`src/rtl/module_mux_scan_if.sv`:
```
// Display bus for module_mux_scan: captured data/flags in, registered
// segment/anode/mode outputs back.
interface module_mux_scan_if #(
    parameter int N_DIG = 4
);
    logic                 load_i;
    logic [7*N_DIG-1:0]   word_seg_i;
    logic [7*N_DIG-1:0]   err_seg_i;
    logic                 swi;
    logic                 error_simple;
    logic                 error_doble;
    logic                 no_error;
    logic [6:0]           seg_o;
    logic [N_DIG-1:0]     an_o;
    logic [1:0]           mode_o;

    // Driver side (decoder / bench)
    modport master (
        output load_i, word_seg_i, err_seg_i, swi,
        output error_simple, error_doble, no_error,
        input  seg_o, an_o, mode_o
    );

    // Display controller side
    modport slave (
        input  load_i, word_seg_i, err_seg_i, swi,
        input  error_simple, error_doble, no_error,
        output seg_o, an_o, mode_o
    );
endinterface

```
`src/rtl/module_mux_scan.sv`:
```
// Multiplexed 7-segment scanner. Shows either the corrected word or the
// error/syndrome pattern depending on captured decoder flags, and blinks
// the error pattern when a double error was captured.
module module_mux_scan #(
    parameter int N_DIG     = 4,
    parameter int SCAN_DIV  = 27000,
    parameter int BLINK_DIV = 13500000
) (
    input  logic                 clk,
    input  logic                 rst_n,
    module_mux_scan_if.slave     bus
);
    localparam int DW = (SCAN_DIV  > 1) ? $clog2(SCAN_DIV)  : 1;
    localparam int BW = (BLINK_DIV > 1) ? $clog2(BLINK_DIV) : 1;
    localparam int IW = (N_DIG     > 1) ? $clog2(N_DIG)     : 1;

    logic [7*N_DIG-1:0]    r_word;
    logic [7*N_DIG-1:0]    r_err;
    logic                  r_es;
    logic                  r_ed;
    logic                  r_ne;
    logic                  r_swi;
    logic [DW-1:0]         r_div;
    logic [IW-1:0]         r_idx;
    logic [BW-1:0]         r_bcnt;
    logic                  r_phase;
    logic [6:0]            r_seg;
    logic [N_DIG-1:0]      r_an;
    logic [1:0]            r_mode;

    logic                  w_div_wrap;
    logic [IW-1:0]         w_idx_nxt;
    logic                  w_blink_wrap;
    logic                  w_src_err;
    logic [N_DIG-1:0][6:0] w_src;
    logic                  w_blank;
    logic [6:0]            w_seg;
    logic [N_DIG-1:0]      w_an;
    logic [1:0]            w_mode;

    // Capture decoder data and flags on the load strobe; hold otherwise
    always_ff @(posedge clk) begin
        if (!rst_n) begin
            r_word <= '0;
            r_err  <= '0;
            r_es   <= 1'b0;
            r_ed   <= 1'b0;
            r_ne   <= 1'b0;
        end else if (bus.load_i) begin
            r_word <= bus.word_seg_i;
            r_err  <= bus.err_seg_i;
            r_es   <= bus.error_simple;
            r_ed   <= bus.error_doble;
            r_ne   <= bus.no_error;
        end
    end

    // swi is a live switch, so it gets one register stage of its own
    always_ff @(posedge clk) begin
        if (!rst_n) r_swi <= 1'b0;
        else        r_swi <= bus.swi;
    end

    assign w_div_wrap = (r_div == DW'(SCAN_DIV - 1));
    assign w_idx_nxt  = (r_idx == IW'(N_DIG - 1)) ? '0 : r_idx + 1'b1;

    // Free-running scan divider and digit index; loads never disturb them
    always_ff @(posedge clk) begin
        if (!rst_n) begin
            r_div <= '0;
            r_idx <= '0;
        end else if (w_div_wrap) begin
            r_div <= '0;
            r_idx <= w_idx_nxt;
        end else begin
            r_div <= r_div + 1'b1;
        end
    end

    assign w_blink_wrap = (r_bcnt == BW'(BLINK_DIV - 1));

    // Blink timer runs only while a double error is held; a new load
    // restarts it in the on phase
    always_ff @(posedge clk) begin
        if (!rst_n) begin
            r_bcnt  <= '0;
            r_phase <= 1'b1;
        end else if (bus.load_i || !r_ed) begin
            r_bcnt  <= '0;
            r_phase <= 1'b1;
        end else if (w_blink_wrap) begin
            r_bcnt  <= '0;
            r_phase <= ~r_phase;
        end else begin
            r_bcnt  <= r_bcnt + 1'b1;
        end
    end

    // Source priority: double error > simple error > no error > switch.
    // Simultaneous flags are resolved by this order alone.
    always_comb begin
        w_src_err = 1'b0;
        if (r_ed)      w_src_err = 1'b1;
        else if (r_es) w_src_err = 1'b0;
        else if (r_ne) w_src_err = 1'b0;
        else           w_src_err = r_swi;
    end

    assign w_src   = w_src_err ? r_err : r_word;
    assign w_blank = ~r_phase;
    assign w_an    = ~(N_DIG'(1) << r_idx);

    // Segment/mode selection for the active digit, blanked in the off phase
    always_comb begin
        w_seg  = w_src[r_idx];
        w_mode = w_src_err ? 2'd1 : 2'd0;
        if (w_blank) begin
            w_seg  = 7'h00;
            w_mode = 2'd2;
        end
    end

    // Registered display outputs
    always_ff @(posedge clk) begin
        if (!rst_n) begin
            r_seg  <= 7'h00;
            r_an   <= '1;
            r_mode <= 2'd0;
        end else begin
            r_seg  <= w_seg;
            r_an   <= w_an;
            r_mode <= w_mode;
        end
    end

    assign bus.seg_o  = r_seg;
    assign bus.an_o   = r_an;
    assign bus.mode_o = r_mode;
endmodule
```
`src/flat_wrapper.sv`:
```
// flat-port wrapper written by rule: the top's interface ports become plain ports
module module_mux_scan_flat 
#(
    parameter int N_DIG     = 4,
    parameter int SCAN_DIV  = 27000,
    parameter int BLINK_DIV = 13500000
)
  (clk, rst_n, bus_load_i, bus_word_seg_i, bus_err_seg_i, bus_swi, bus_error_simple, bus_error_doble, bus_no_error, bus_seg_o, bus_an_o, bus_mode_o);
  module_mux_scan_if #(.N_DIG(N_DIG)) bus_i ();
  input  logic clk;
  input  logic rst_n;
  input wire logic [$bits(bus_i.load_i)-1:0] bus_load_i;
  input wire logic [$bits(bus_i.word_seg_i)-1:0] bus_word_seg_i;
  input wire logic [$bits(bus_i.err_seg_i)-1:0] bus_err_seg_i;
  input wire logic [$bits(bus_i.swi)-1:0] bus_swi;
  input wire logic [$bits(bus_i.error_simple)-1:0] bus_error_simple;
  input wire logic [$bits(bus_i.error_doble)-1:0] bus_error_doble;
  input wire logic [$bits(bus_i.no_error)-1:0] bus_no_error;
  output wire logic [$bits(bus_i.seg_o)-1:0] bus_seg_o;
  output wire logic [$bits(bus_i.an_o)-1:0] bus_an_o;
  output wire logic [$bits(bus_i.mode_o)-1:0] bus_mode_o;
  assign bus_i.load_i = bus_load_i;
  assign bus_i.word_seg_i = bus_word_seg_i;
  assign bus_i.err_seg_i = bus_err_seg_i;
  assign bus_i.swi = bus_swi;
  assign bus_i.error_simple = bus_error_simple;
  assign bus_i.error_doble = bus_error_doble;
  assign bus_i.no_error = bus_no_error;
  assign bus_seg_o = bus_i.seg_o;
  assign bus_an_o = bus_i.an_o;
  assign bus_mode_o = bus_i.mode_o;
  module_mux_scan #(.N_DIG(N_DIG), .SCAN_DIV(SCAN_DIV), .BLINK_DIV(BLINK_DIV)) u_core (.clk(clk), .rst_n(rst_n), .bus(bus_i));
endmodule
```
`config.mk`:
```
export PLATFORM = sky130hd
export DESIGN_NAME = module_mux_scan_flat
export DESIGN_NICKNAME = d
export VERILOG_FILES = /design/src/rtl/module_mux_scan_if.sv /design/src/rtl/module_mux_scan.sv /design/src/flat_wrapper.sv
export SDC_FILE = /design/constraint.sdc
export NUM_CORES = 1
export LEC_CHECK = 0
export ABC_CLOCK_PERIOD_IN_PS = 2200
export CORE_MARGIN = 10
export CORE_UTILIZATION = 54
export DETAILED_ROUTE_END_ITERATION = 10
export PLACE_DENSITY = 0.8
export RECOVER_POWER = 50
export SLEW_MARGIN = 15
export SYNTH_ARGS = -nofsm -noshare
export SYNTH_HDL_FRONTEND = slang
export SYNTH_SLANG_ARGS = --single-unit
```
`constraint.sdc`:
```
create_clock -name clk -period 2.2 [get_ports clk]
set_input_delay 0.22 -clock clk [delete_from_list [all_inputs] [get_ports clk]]
set_output_delay 0.22 -clock clk [all_outputs]
set_load 0.05 [all_outputs]
```
# After elaboration in Yosys (flattened, before gate mapping)
# Cells that the tools add are included.
[totals] regBits=115 latch_bits=0 mem_bits_rw=0 romBits=0 input_bits=63 elab_cells=40 memories=0
[op_classes] add_sub_neg=3 multipliers=0 div=0 n_lt_le_gt_ge=1 eq_ne=3 shift=1 mux=9 bitwise_logic=3 n_reduce_logical=6
[ops] cell="$mux W28" count=1
[ops] cell="$add A24 B1 Y24 const B" count=1
[ops] cell="$eq A24 B24 Y1 const B" count=1
[ops] cell="$add A15 B1 Y15 const B" count=1
[ops] cell="$eq A15 B15 Y1 const B" count=1
[ops] cell="$bmux W7 S2" count=1
[ops] cell="$mux W7" count=1
[ops] cell="$mux W1" count=4
[ops] cell="$mux W2" count=2
[ops] cell="$not A4 Y4" count=1
[ops] cell="$reduce_or A2 Y1" count=2
[ops] cell="$shl A1 B2 Y4 const A" count=1
[ops] cell="$lt A2 B3 Y1 const B" count=1
[ops] cell="$reduce_or A3 Y1" count=1
[ops] cell="$add A2 B1 Y2 const B" count=1
[ops] cell="$eq A2 B2 Y1 const B" count=1
[ops] cell="$not A1 Y1" count=2
[ops] cell="$reduce_and A2 Y1" count=1
[ops] cell="$logic_not A1 Y1" count=1
[ops] cell="$logic_or A1 B1 Y1" count=1

# Logic depth before layout (Yosys ltp)
# Gate-level depths: netlist (run 1).
[depth] depth_word=6 mapped_depth=6

# Worst setup path after synthesis (run 1)
# Ideal clock, no wire load.
[synth_timing] kind="flip-flop to flip-flop" start="register u_core.r_bcnt[5]" end="register u_core.r_bcnt[6]" setup_time_ps=115 arrival_ps=1776 slack_ps=309 stages_incl_launch_ff=6 period_less_slack_ps=1891 cell_sequence="dfxtp_1 > or4b_1 > or4_4 > o21ai_2 > buf_6 > nor2_2"
[synth_between] elab_chain_cells=2
[synth_lines] item="start: declaration" line="module_mux_scan.sv:25" rtl="logic [BW-1:0] r_bcnt;"
[synth_lines] item="start signal: assignment" line="module_mux_scan.sv:95" rtl="r_bcnt <= r_bcnt + 1'b1;"
[synth_lines] item="parallel branches: the longest is 2 deep, another holds $add A24 B1 Y24"
# Parallel ways; which one is timed is not known.
# A chain may end at the register's enable or synchronous reset.

# Final worst setup path (run 1)
[layout_timing] start="register u_core.r_swi" end="register u_core.r_seg[4], in the netlist u_core.bus.seg_o[4]"
[layout_between] elab_chain_cells=6
[layout_lines] item="start: declaration" line="module_mux_scan.sv:22" rtl="logic r_swi;"
[layout_lines] item="start signal: assignment" line="module_mux_scan.sv:61" rtl="else r_swi <= bus.swi;"
[layout_lines] item="$mux W1" line="module_mux_scan.sv:105" rtl="else if (r_ne) w_src_err = 1'b0;"
[layout_lines] item="$mux W1" line="module_mux_scan.sv:104" rtl="else if (r_es) w_src_err = 1'b0;"
[layout_lines] item="$mux W1" line="module_mux_scan.sv:103" rtl="if (r_ed) w_src_err = 1'b1;"
[layout_lines] item="$mux W28" line="module_mux_scan.sv:109" rtl="assign w_src = w_src_err ? r_err : r_word;"
[layout_lines] item="$bmux W7 S2" line="module_mux_scan.sv:115" rtl="w_seg = w_src[r_idx];"
[layout_lines] item="$mux W7 (not written as such)" line="module_mux_scan.sv:115"
[layout_lines] item="end signal: assignment" line="module_mux_scan.sv:130" rtl="r_seg <= w_seg;"
[layout_lines] item="end: declaration" line="module_mux_scan.sv:27" rtl="logic [6:0] r_seg;"
# Every way passes these cells. The select of a mux whose other input is x is not followed.

==> flow_metrics.py, run 1 <==
metrics = {
    "place": {
        "dpl.hpwl_um": 8260,
        "dp.cells": 673,
        "gp_congestion": 0.818,
        "portBuffers": 75,
        "placed_area_sq_um": 5950,
    },
    "power": {
        "power.total_uw": 5330,
        "p_leak_uw": 0.00242,
        "irDropWorstVdd_mv": 0.533,
        "powerDensity_nw_per_um2": 817,
    },
    "timing": {
        "hold_violations": 0,
        "layout_min_cycle_time_ns": 2.05,
        "setup_tns_ns": 0,
        "worstMarginPinSlew_ns": 1.20,
        "skew_ns": 0.0113,
        "finalSetupViolations": 0,
        "finalMaxSlewViolations": 0,
        "relSlewSlack": 0.201,
        "timing.fmax_mhz": 487,
        "post-route-period-util": 0.933,
        "grt_setup_unrepaired": "no",
    },
    "floorplan": {
        "num_io_pins": 76,
        "fp.dieW_um": 117,
        "fp.dieH_um": 117,
        "core_sq_um": 9200,
        "initial_core_util": 0.553,
        "rows": 35,
        "die-area_sq_um": 13700,
    },
    "final_layout": {
        "layout_commonest_cell": "dfxtp_1",
        "layout.nets": 650,
        "fill_cells": 671,
        "area_delta_synth_final_pct": 28.3,
        "stdcell_count": 705,
        "final_area_sq_um": 6530,
        "diodes": 0,
        "drive_above_1_share": 0.135,
        "layout_common_cells": "115 x dfxtp_1, 73 x clkdlybuf4s50_1, 69 x mux2i_1, 62 x nor2b_1, 32 x nor2_1",
    },
    "routing": {
        "wl_met2_um": 5550,
        "ant_nets": 0,
        "avgViaCountPerCell": 5.43,
        "wl_met3_um": 559,
        "drc_errors": 0,
        "wl_met1_um": 5310,
        "wl_um": 11600,
        "post_drt_wl_per_cell_um": 16.4,
        "num_vias": 3826,
        "highest_layer": "met4",
        "drt_iter0_drc": 271,
        "first_pass_iters": 5,
    },
    "yosys": {
        "synth.distinct_cells": 47,
        "synthCells": 499,
        "async_reset_ff_frac": 0,
        "netlist_area_sq_um": 5090,
        "synth_ff_type": "dfxtp_1",
        "synth_area_leaders": "dfxtp_1 45%, mux2i_1 14%, nor2b_1 7.6%",
        "syn_avg_cell_area_sq_um": 10.2,
        "synth-edff-count": 0,
        "synth_nets": 568,
        "yosysWarnings": 0,
        "seq_area_frac_synth": 0.453,
        "synth_seq_cells": 115,
        "synth_top_area_share": 0.453,
        "yosys.area.top_type": "dfxtp_1",
    },
    "clocking": {
        "clk_pin_slew_ns": 0.06,
        "postCtsSetupRepairBufs": 0,
        "clk_latency_ns": 0.52,
        "cts_hold_buffers": 0,
        "cts-htree-levels": 4,
        "numCtsBuffers": 17,
        "post_cts_resized": 0,
        "clock-root-buffer": "clkbuf_8",
        "cts_tree": "built",
        "clock_path_buffers": 2,
        "clock_sinks": 115,
    },
    "grt": {
        "grt_pass1_vias": 3866,
        "antenna_found_initial": 0,
        "grt_start_max_net_pins": 35,
        "grt_usage": 0.173,
        "grt_remaining_overflow": 0,
        "grt_pass1_wl_um": 19000,
    },
    "critical_path": {
        "required_ns": 2.61,
        "critPathMaxFanout": 13,
        "critPathKind": "reg2reg",
        "setup.worst_path.end_class": "flop",
        "arrival_ns": 2.46,
        "start_kind": "flop",
    },
    "status": {
        "status": "finished, final reports clean",
    },
    "run": {
        "maxCapViolations": 0,
    },
    "hold_path": {
        "hold_class": "in2reg",
    },
}
[final cells by class]
type / count / area (sq um) / area share
tap: 111 / 139 / 0.0213
sequential: 115 / 2300 / 0.353
clock buffer: 17 / 414 / 0.0634
clock inverter: 15 / 173 / 0.0265
timing repair buffer: 89 / 852 / 0.131
inverter: 11 / 41.3 / 0.00633
multi-input combinational: 347 / 2610 / 0.399
[cell families after synthesis]
kind of cell,share of synthesized area
buffers and inverters,0.0352
adders and majority gates,0.0148
DFF,0.453
and+or+nand+nor,0.239
muxes,0.162
xor gates and xnor gates,0.0465
AOI/OAI and AO/OA,0.0502
[metal layers]
layer	vias to the layer above	track usage
met5	-	0
met4	0	0.0610
met3	16	0.0469
met2	88	0.274
met1	1815	0.222
li1	1907	-
[flip-flops by register name, summed over array words and instances, names as in the netlist, 2 cells and up]
| name | cells |
|---|---|
| u_core.r_err | 28 |
| u_core.r_word | 28 |
| u_core.r_bcnt | 24 |
| u_core.r_div | 15 |
| u_core.bus.seg_o | 7 |
| u_core.bus.an_o | 4 |
| u_core.bus.mode_o | 2 |
| u_core.r_idx | 2 |
[worst max-delay path: stages, from the launching register on]
cell	delay, ns
dfxtp_1	0.31
nor3b_1	0.15
nor2_1	0.76
mux4_2	0.42
a211o_1	0.30
[synth_stat cells (all sizes together), types with 2 or more instances]
library cell	instances
dfxtp	115
mux2i	69
nor2b	62
nor2	48
xnor2	23
clkbuf	18
nand3	18
nor4	17
nand2	15
inv	11
a211o	10
nand4	9
o21ai	9
buf	8
nor3	7
a21oi	6
a22oi	6
ha	6
mux4	6
or4	6
or3	5
xor2	4
nor3b	3
o31ai	3
and2	2
nand4b	2
or4b	2
[path summary, 6_finish.rpt]
check,to,depth (start not counted),slack [ns],startpoint
hold reg to reg,u_core.r_bcnt[0],1,0.46,u_core.r_bcnt[0]
setup / recovery,u_core.bus.seg_o[4],4,0.15,u_core.r_swi
hold / removal,u_core.r_err[5],3,0.24,bus_load_i
setup reg to reg,u_core.bus.seg_o[4],4,0.15,u_core.r_swi
[power by group]
part	internal [uW]	leakage [uW]	switching [uW]	total, uW
sequential	2160	0.000941	43.4	2210
clock	1640	0.000279	1060	2710
combinational	233	0.00121	190	423
[through the flow]
stage,util,setup WS [ns],hold WS (ns)
2_1_floorplan,-,0.309,0.347
3_3_place_gp,0.647,0.256,0.439
3_5_place_dp,0.647,0.187,0.451
4_1_cts,0.711,0.170,0.202
5_1_grt,0.710,0.0677,0.250
6_report,0.710,0.147,0.236
Power figures use the tool's default switching activity.
==> run 2: changes to the inputs <==
CAP_MARGIN = 30   (was not set)
==> run 2 against run 1 <==
Net effect:
- non-clock buffer count rose by 1
- register-to-register slack gained 0.08 ns
- critical endpoint is now u_core.r_div[14]
- largest power group unchanged
- clock skew barely moved
- highest routed layer unchanged
- final area is 0.12% higher
==> flow_metrics.py, run 2 (same netlist as run 1, synthesis figures left out) <==
metrics = {
    "status": {
        "status": "finished, final reports clean",
    },
    "grt": {
        "grt_usage": 0.173,
        "grt_pass1_wl_um": 19000,
        "grt_remaining_overflow": 0,
        "grt_pass1_vias": 3866,
        "grt_start_max_net_pins": 35,
        "antenna_found_initial": 0,
    },
    "timing": {
        "timing.fmax_mhz": 506,
        "worstMarginPinSlew_ns": 1.21,
        "skew_ns": 0.0115,
        "finalMaxSlewViolations": 0,
        "grt_setup_unrepaired": "no",
        "finalSetupViolations": 0,
        "post-route-period-util": 0.899,
        "setup_tns_ns": 0,
        "hold_violations": 0,
        "fin_ws_ns": 0.223,
        "layout_min_cycle_time_ns": 1.98,
        "relSlewSlack": 0.195,
    },
    "floorplan": {
        "fp.dieW_um": 117,
        "rows": 35,
        "die-area_sq_um": 13700,
        "initial_core_util": 0.553,
        "fp.dieH_um": 117,
        "core_sq_um": 9200,
        "num_io_pins": 76,
    },
    "final_layout": {
        "fill_cells": 669,
        "layout_commonest_cell": "dfxtp_1",
        "area_delta_synth_final_pct": 28.5,
        "drive_above_1_share": 0.136,
        "diodes": 0,
        "layout_common_cells": "115 x dfxtp_1, 73 x clkdlybuf4s50_1, 69 x mux2i_1, 62 x nor2b_1, 32 x nor2_1",
        "top_regs": "u_core.r_err (28), u_core.r_word (28), u_core.r_bcnt (24)",
        "layout.nets": 651,
        "final_area_sq_um": 6540,
    },
    "hold_path": {
        "worstHoldEndpoint": "u_core.r_err[5]",
        "hold_class": "in2reg",
        "hold_start": "bus_load_i",
        "whs_path_depth": 3,
    },
    "critical_path": {
        "arrival_ns": 2.35,
        "setup.worst_path.end_class": "flop",
        "rrSetupSlack_ns": 0.22,
        "critPathKind": "reg2reg",
        "r2r-end": "u_core.r_div[14]",
        "required_ns": 2.57,
        "critPathMaxFanout": 14,
        "rr_worst_depth": 4,
        "start_kind": "flop",
        "startpoint": "u_core.r_div[6]",
        "r2r-start": "u_core.r_div[6]",
    },
    "routing": {
        "num_vias": 3836,
        "post_drt_wl_per_cell_um": 16.4,
        "drc_errors": 0,
        "first_pass_iters": 4,
        "avgViaCountPerCell": 5.43,
        "wl_um": 11600,
        "drt_iter0_drc": 251,
        "ant_nets": 0,
    },
    "clocking": {
        "numCtsBuffers": 17,
        "clk_pin_slew_ns": 0.06,
        "clock_sinks": 115,
        "post_cts_resized": 0,
        "clock-root-buffer": "clkbuf_8",
        "clock_path_buffers": 2,
        "cts-htree-levels": 4,
        "cts_hold_buffers": 0,
        "cts_tree": "built",
        "clk_latency_ns": 0.52,
        "postCtsSetupRepairBufs": 0,
    },
    "place": {
        "gp_congestion": 0.818,
        "placed_area_sq_um": 5950,
        "dpl.hpwl_um": 8260,
        "place_ws_ns": 0.187,
        "portBuffers": 75,
    },
    "power": {
        "powerDensity_nw_per_um2": 816,
        "irDropWorstVdd_mv": 0.533,
        "p_leak_uw": 0.00243,
    },
    "run": {
        "maxCapViolations": 0,
    },
}
run 2: changes by cell type in the layout (fill, tap and decap cells not counted), sizes merged:
cell | before | now
buf | 13 | 14
run 2: worst max-delay path by stage:
| stage | end | slack (ns) | cells past startpoint |
|---|---|---|---|
| 6_report | u_core.r_div[14] | 0.22 | 4 |
| 2_1_floorplan | u_core.r_bcnt[6] | 0.31 | 5 |
| 4_1_cts | u_core.bus.seg_o[4] | 0.17 | 4 |
| 3_5_place_dp | u_core.bus.seg_o[4] | 0.19 | 4 |
| 3_3_place_gp | u_core.r_bcnt[23] | 0.26 | 5 |
| 5_1_grt | u_core.r_bcnt[18] | 0.07 | 6 |
run 2: per-layer routing:
| metal | global-route usage | share of wire | up-vias |
|---|---|---|---|
| met2 | 0.274 | 0.48 | 98 |
| met3 | 0.0469 | 0.047 | 17 |
| met5 | 0 | 0 | - |
| met4 | 0.0610 | 0.015 | 0 |
| li1 | - | - | 1912 |
| met1 | 0.222 | 0.46 | 1809 |
run 2: through the flow:
step | cells | hold slack, ns | util | total power (uW)
global route | 706 | 0.250 | 0.711 | 5500
finish | 706 | 0.237 | 0.711 | 5330
global placement | 673 | 0.439 | 0.647 | 2660
detailed placement | 673 | 0.451 | 0.647 | 2670
CTS | 705 | 0.202 | 0.711 | 5370
floorplan | 499 | 0.347 | - | 2480
run 2: final cells by class:
cell class | count | area (sq um) | area share
clock inverter | 15 | 173 | 0.0264
timing repair buffer | 90 | 860 | 0.132
clock buffer | 17 | 414 | 0.0634
multi-input combinational | 347 | 2610 | 0.399
tap | 111 | 139 | 0.0213
inverter | 11 | 41.3 | 0.00632
sequential | 115 | 2300 | 0.352
run 2: report_power, final:
group	internal [uW]	switching (uW)	leakage [uW]	total [uW]
Sequential	2160	43.7	0.000941	2210
Combinational	235	191	0.00121	425
Clock	1640	1060	0.000279	2700
Total	4040	1290	0.00243	5330
run 2: critical path: stages (launching register included):
cell,delay (ns)
dfxtp_1,0.43
or4b_1,0.48
nor4_2,0.33
nand2b_1,0.49
nor2_1,0.11
